--- src/rtl/pc_pkg.sv ---
`default_nettype none
// ============================================================================
// Module   : pc_pkg
// Purpose  : Shared types, defaults and helpers for the PC / fetch path.
// Revision : 1.0 - initial release
// ============================================================================
package pc_pkg;

  // Fetch FSM states.
  typedef enum logic [1:0] {
    BOOT = 2'd0,
    RUN  = 2'd1,
    PEND = 2'd2
  } pc_state_t;

  // Default sequential increment in bytes (one 32-bit instruction).
  localparam int DEFAULT_STEP = 4;

  // Widest address the sign-extension helper supports.
  localparam int SEXT_W = 64;

  // Sign-extend the low 'width' bits of 'value' to SEXT_W bits. Callers
  // truncate the result to their own address width. Shifts are used instead
  // of variable bit selects so the helper is width-agnostic.
  function automatic logic [SEXT_W-1:0] sext(input logic [31:0] value,
                                             input int          width);
    logic [SEXT_W-1:0] result;
    logic [SEXT_W-1:0] mask;
    logic [31:0]       shifted;
    result  = {{(SEXT_W-32){1'b0}}, value};
    mask    = {SEXT_W{1'b1}} << width;
    shifted = value >> (width - 1);
    if (shifted[0]) begin
      result = result | mask;
    end else begin
      result = result & ~mask;
    end
    return result;
  endfunction

endpackage
`default_nettype wire

--- src/rtl/pc_target_calc.sv ---
`default_nettype none
// ============================================================================
// Module   : pc_target_calc
// Purpose  : Combinational redirect target: extend the selected immediate,
//            add it to the link address, or pass the register target.
// Revision : 1.0 - initial release
// ============================================================================
module pc_target_calc
  import pc_pkg::*;
#(
  parameter int ADDR_W = 32
) (
  input  logic [ADDR_W-1:0] save_addr,
  input  logic [15:0]       imm16,
  input  logic [25:0]       imm26,
  input  logic [ADDR_W-1:0] reg_out,
  input  logic              branch,
  input  logic              regToPC,
  output logic [ADDR_W-1:0] tgt
);

  logic [ADDR_W-1:0] rel16;
  logic [ADDR_W-1:0] rel26;
  logic [ADDR_W-1:0] rel;
  logic [ADDR_W-1:0] rel_sum;

  // Both immediates are byte offsets; they are extended, never shifted.
  assign rel16 = ADDR_W'(sext({16'b0, imm16}, 16));
  assign rel26 = ADDR_W'(sext({6'b0, imm26}, 26));

  // Pick the offset, form the PC-relative sum (carry dropped), then let the
  // register-indirect request override everything.
  always_comb begin
    rel     = branch ? rel16 : rel26;
    rel_sum = save_addr + rel;
    tgt     = regToPC ? reg_out : rel_sum;
  end

endmodule
`default_nettype wire

--- src/rtl/pc_fetch_unit.sv ---
`default_nettype none
// ============================================================================
// Module   : pc_fetch_unit
// Purpose  : Program counter and instruction-fetch request generator with a
//            valid/ready handshake and a one-deep redirect buffer so that a
//            redirect arriving while a fetch is blocked is never lost.
// Revision : 1.0 - initial release
// ============================================================================
module pc_fetch_unit
  import pc_pkg::*;
#(
  parameter int                ADDR_W   = 32,
  parameter logic [ADDR_W-1:0] RESET_PC = '0,
  parameter int                STEP     = DEFAULT_STEP
) (
  input  logic              clk,
  input  logic              reset,
  input  logic [15:0]       imm16,
  input  logic [25:0]       imm26,
  input  logic [ADDR_W-1:0] reg_out,
  input  logic              branch,
  input  logic              leap,
  input  logic              regToPC,
  input  logic              stall,
  input  logic              imem_ready,
  output logic              imem_valid,
  output logic [ADDR_W-1:0] fetch_addr,
  output logic [ADDR_W-1:0] save_addr,
  output logic              flush,
  output logic              redirect_pending
);

  pc_state_t         state;
  logic [ADDR_W-1:0] pc;
  logic [ADDR_W-1:0] pend_tgt;
  logic [ADDR_W-1:0] tgt;
  logic              redir;
  logic              fire;
  logic              pc_free;

  // Request and handshake decode; the memory is only driven outside BOOT.
  always_comb begin
    imem_valid = (state != BOOT) & ~stall;
    fire       = imem_valid & imem_ready;
    redir      = leap | regToPC;
    // PC may move when no request is held frozen by a busy memory.
    pc_free    = fire | ~imem_valid;
    save_addr  = pc + ADDR_W'(STEP);
  end

  assign fetch_addr = pc;

  pc_target_calc #(
    .ADDR_W (ADDR_W)
  ) u_target_calc (
    .save_addr (save_addr),
    .imm16     (imm16),
    .imm26     (imm26),
    .reg_out   (reg_out),
    .branch    (branch),
    .regToPC   (regToPC),
    .tgt       (tgt)
  );

  // Fetch FSM: PC update, redirect buffering and registered status outputs.
  always_ff @(posedge clk or posedge reset) begin
    if (reset) begin
      state            <= BOOT;
      pc               <= RESET_PC;
      pend_tgt         <= '0;
      flush            <= 1'b0;
      redirect_pending <= 1'b0;
    end else begin
      flush <= 1'b0;
      case (state)
        BOOT: begin
          state <= RUN;
          if (redir) begin
            pc    <= tgt;
            flush <= 1'b1;
          end
        end

        RUN: begin
          if (redir) begin
            if (pc_free) begin
              pc    <= tgt;
              flush <= 1'b1;
            end else begin
              // Request is frozen on the bus: park the target until it fires.
              pend_tgt         <= tgt;
              state            <= PEND;
              redirect_pending <= 1'b1;
            end
          end else if (fire) begin
            pc <= save_addr;
          end
        end

        PEND: begin
          if (pc_free) begin
            // A fresh redirect in the release cycle is newer than the buffer.
            pc               <= redir ? tgt : pend_tgt;
            flush            <= 1'b1;
            state            <= RUN;
            redirect_pending <= 1'b0;
          end else if (redir) begin
            pend_tgt <= tgt;
          end
        end

        default: begin
          state            <= BOOT;
          redirect_pending <= 1'b0;
        end
      endcase
    end
  end

endmodule
`default_nettype wire

--- config.mk ---
export PLATFORM = sky130hd
export DESIGN_NAME = pc_fetch_unit
export DESIGN_NICKNAME = d
export VERILOG_FILES = /design/src/rtl/pc_pkg.sv /design/src/rtl/pc_target_calc.sv /design/src/rtl/pc_fetch_unit.sv
export SDC_FILE = /design/constraint.sdc
export NUM_CORES = 1
export LEC_CHECK = 0
export ABC_AREA = 1
export BUFFER_PORTS_ARGS = -buffer_cell sky130_fd_sc_hd__buf_2
export CORE_ASPECT_RATIO = 0.75
export CORE_MARGIN = 4
export CORE_UTILIZATION = 35
export CTS_BUF_LIST = sky130_fd_sc_hd__clkbuf_4
export DETAILED_ROUTE_END_ITERATION = 8
export PLACE_DENSITY = 0.58
export SLEW_MARGIN = 20
export SYNTH_ARGS = -nofsm -noshare
export SYNTH_HDL_FRONTEND = slang
export SYNTH_SLANG_ARGS = --single-unit
--- constraint.sdc ---
create_clock -name clk -period 8.57 [get_ports clk]
set_input_delay 1.2855 -clock clk [delete_from_list [all_inputs] [get_ports clk]]
set_output_delay 1.2855 -clock clk [all_outputs]
set_load 0.005 [all_outputs]
==> impl_metrics.tcl <==
set metrics [dict create \
    ff2ff_setup_slack_ps 4300 \
    cap_violations 0 \
    detail_route.wl_per_cell_um 17.50 \
    clock_latency_ps 420 \
    holdBufCountCts 0 \
    initial_core_util_pct 35.88 \
    timing.final.crit_share_pct 57.51 \
    relSlewSlack_pct 27.12 \
    r2r_start "fetch_addr[2]" \
    fin_tns_setup_ps 0 \
    cts-buffers-inserted 9 \
    dieWidth_um 182.3 \
    layout-drive-gt1-share_pct 17.46 \
    cp_max_fo 56 \
    synth_nets 1476 \
    synthCells 1364 \
    ff_latch_area_um2 1702 \
    hpwl_um 23890 \
    hold_ws_ps 496.2 \
    htree_levels 3 \
    cts.sinks 68 \
    yosysUniqueCellTypes 49 \
    slew_viol_final 0 \
    leakage_nw 4.967 \
    cts_setup_buffers 0 \
    drtIter0Drc 1011 \
    whs_path_depth 2 \
    fin_nets 1590 \
    clkTransAtPathRegs_ps 120 \
    syn_avg_cell_area_um2 5.848 \
    cts_root_buffer "clkbuf_4" \
    grt_pass1_wl_um 47840 \
    syn_area_um2 7976 \
    r2r_cells 22 \
    cts_resized 0 \
    first_pass_iters 5 \
    gp_congestion 0.9275 \
    die_area_um2 25290 \
    diodes 0 \
    multi_input_area_um2 5509 \
    ir_drop_mv 0.1381 \
    cts_tree "yes" \
    hp-start "pend_tgt[31]" \
    die_height_um 138.7 \
    grt_max_degree 69 \
    powerDensity_nw_per_um2 377.3 \
    tightest_slew_ps 1086 \
    critPathLaunchType "input port" \
    status "completed" \
    final_antenna_net_count 0 \
    fp-row-count 47 \
    antenna_found_initial 0 \
    gr-usage-all-layers_pct 23.79 \
    drc 0 \
    final_common_cell "nand2_1" \
    worstPathArrival_ps 5210 \
    grt_pass1_vias 8341 \
    hold_viol 0 \
    fp.coreArea_um2 22230 \
    setup_viol 0 \
    avgViaCountPerCell 5.264 \
    r2r-end "fetch_addr[30]" \
    vias 9355 \
    worst_setup_path_end_kind "flop" \
    fin_skew_ps 15.84 \
    syn_to_final_growth_pct 14.31 \
    ys_warn_count 0 \
    rsz0062_at_grt "no" \
    drt_wl_total_um 31100 \
    fin_crit_ps 4928 \
    min_to "pend_tgt[31]" \
    portBuffers 147 \
    synth_seq_cells 68 \
    hold_class "reg2reg" \
    required_ps 8850 \
    crit_type "in2reg" \
    ios 148 \
    nFillCells 2441 \
    max_freq_mhz 202.9 \
    mostFrequentLayoutCells "nand2_1, buf_2, inv_1, nor2_1, nand3_1" \
    yosysSeqAreaShare_pct 21.33 \
    overflow 0 \
    cts_buffer_depth 2 \
]
[Yosys cell counts (all sizes together)]
cell type | n | area, µm²
ha | 30 | 375.4
nand4 | 23 | 143.9
a2bb2oi | 1 | 8.760
a21boi | 1 | 7.510
buf | 20 | 102.6
dfrtp | 68 | 1702
nand3 | 116 | 650.6
xnor2 | 3 | 26.28
or2 | 17 | 106.4
a22oi | 1 | 7.510
o21bai | 7 | 52.55
o22a | 1 | 8.760
a31oi | 14 | 87.58
a22o | 1 | 8.760
nor3 | 9 | 45.04
nor2 | 131 | 616.8
a21oi | 77 | 411.7
inv | 142 | 533.0
o22ai | 6 | 37.54
nor4 | 3 | 18.77
o211ai | 7 | 52.55
o311ai | 4 | 35.03
a2111oi | 1 | 8.760
nand3b | 4 | 30.03
clkinv | 2 | 7.510
a221oi | 1 | 8.760
a21o | 2 | 15.01
xor2 | 25 | 219.0
o21ai | 82 | 417.9
nand2 | 521 | 2021
o31ai | 4 | 35.03
clkbuf | 36 | 135.1
and2 | 2 | 12.51
fa | 1 | 20.02
nor3b | 1 | 7.510
[layer usage]
metal / track usage, % / vias up / routed length (µm)
met4: 4.935 / 0 / 495
met1: 38.00 / 4278 / 15380
met5: 0 / - / 0
met3: 3.435 / 34 / 2742
met2: 33.50 / 408 / 12480
li1: - / 4635 / -
[worst max-delay path, stage by stage]
cell and delay, ps:
buf_2 260, nor2_4 160, buf_4 480, clkinv_1 590
buf_4 430, nor2_1 160, inv_1 110, a21oi_1 130
a2111oi_0 80, nand2_1 90, buf_4 360, inv_1 550
o311ai_0 270, o21ai_0 140
[kinds of logic after synthesis]
group                    after synthesis  share of synthesized area (%)
adder cells (fa/ha/maj)               31                          4.957
XOR/XNOR                              28                          3.075
AND/OR/NAND/NOR                      827                          45.79
buffers and inverters                200                          9.757
flip-flops                            68                          21.33
AO/OA/AOI/OAI                        210                          15.09
[metrics by stage]
step	total power [mW]	util, %	area, µm²	setup WS (ps)	cells
finish	3.440	41.02	9117	3642	1777
floorplan	2.331	-	7976	4402	1364
CTS	3.404	41.02	9117	3746	1777
global placement	3.109	40.24	8945	3358	1761
global route	3.767	41.02	9117	3418	1777
detailed placement	3.121	40.24	8945	3311	1761
[flip-flops by register name, indices dropped and copies added (netlist names)]
signal / count
state: 2
pend_tgt: 32
redirect_pending: 1
fetch_addr: 32
flush: 1
[report_power, final]
part	internal (mW)	switching, mW	leakage [nW]	total, mW
combinational	0.826	1.66	4.07	2.49
clock	0.144	0.125	0.0901	0.269
sequential	0.486	0.196	0.808	0.682
[layout make-up]
cell class                      count  share of cell area [%]
Clock buffer                        9                  0.7410
Clock inverter                      7                   1.153
Inverter                          144                   5.928
Multi-Input combinational cell   1096                   60.42
Sequential cell                    68                   18.66
Tap cell                          294                   4.035
Timing Repair Buffer              159                   9.057
[worst max-delay path by stage]
stage	start	end	slack [ps]	cells after the start
5_1_grt	regToPC	fetch_addr[19]	3420	16
6_report	regToPC	fetch_addr[2]	3640	14
3_5_place_dp	regToPC	fetch_addr[2]	3310	14
4_1_cts	regToPC	fetch_addr[2]	3750	14
3_3_place_gp	regToPC	fetch_addr[2]	3360	14
2_1_floorplan	branch	fetch_addr[22]	4400	25
(Power assumes the default switching activity.)
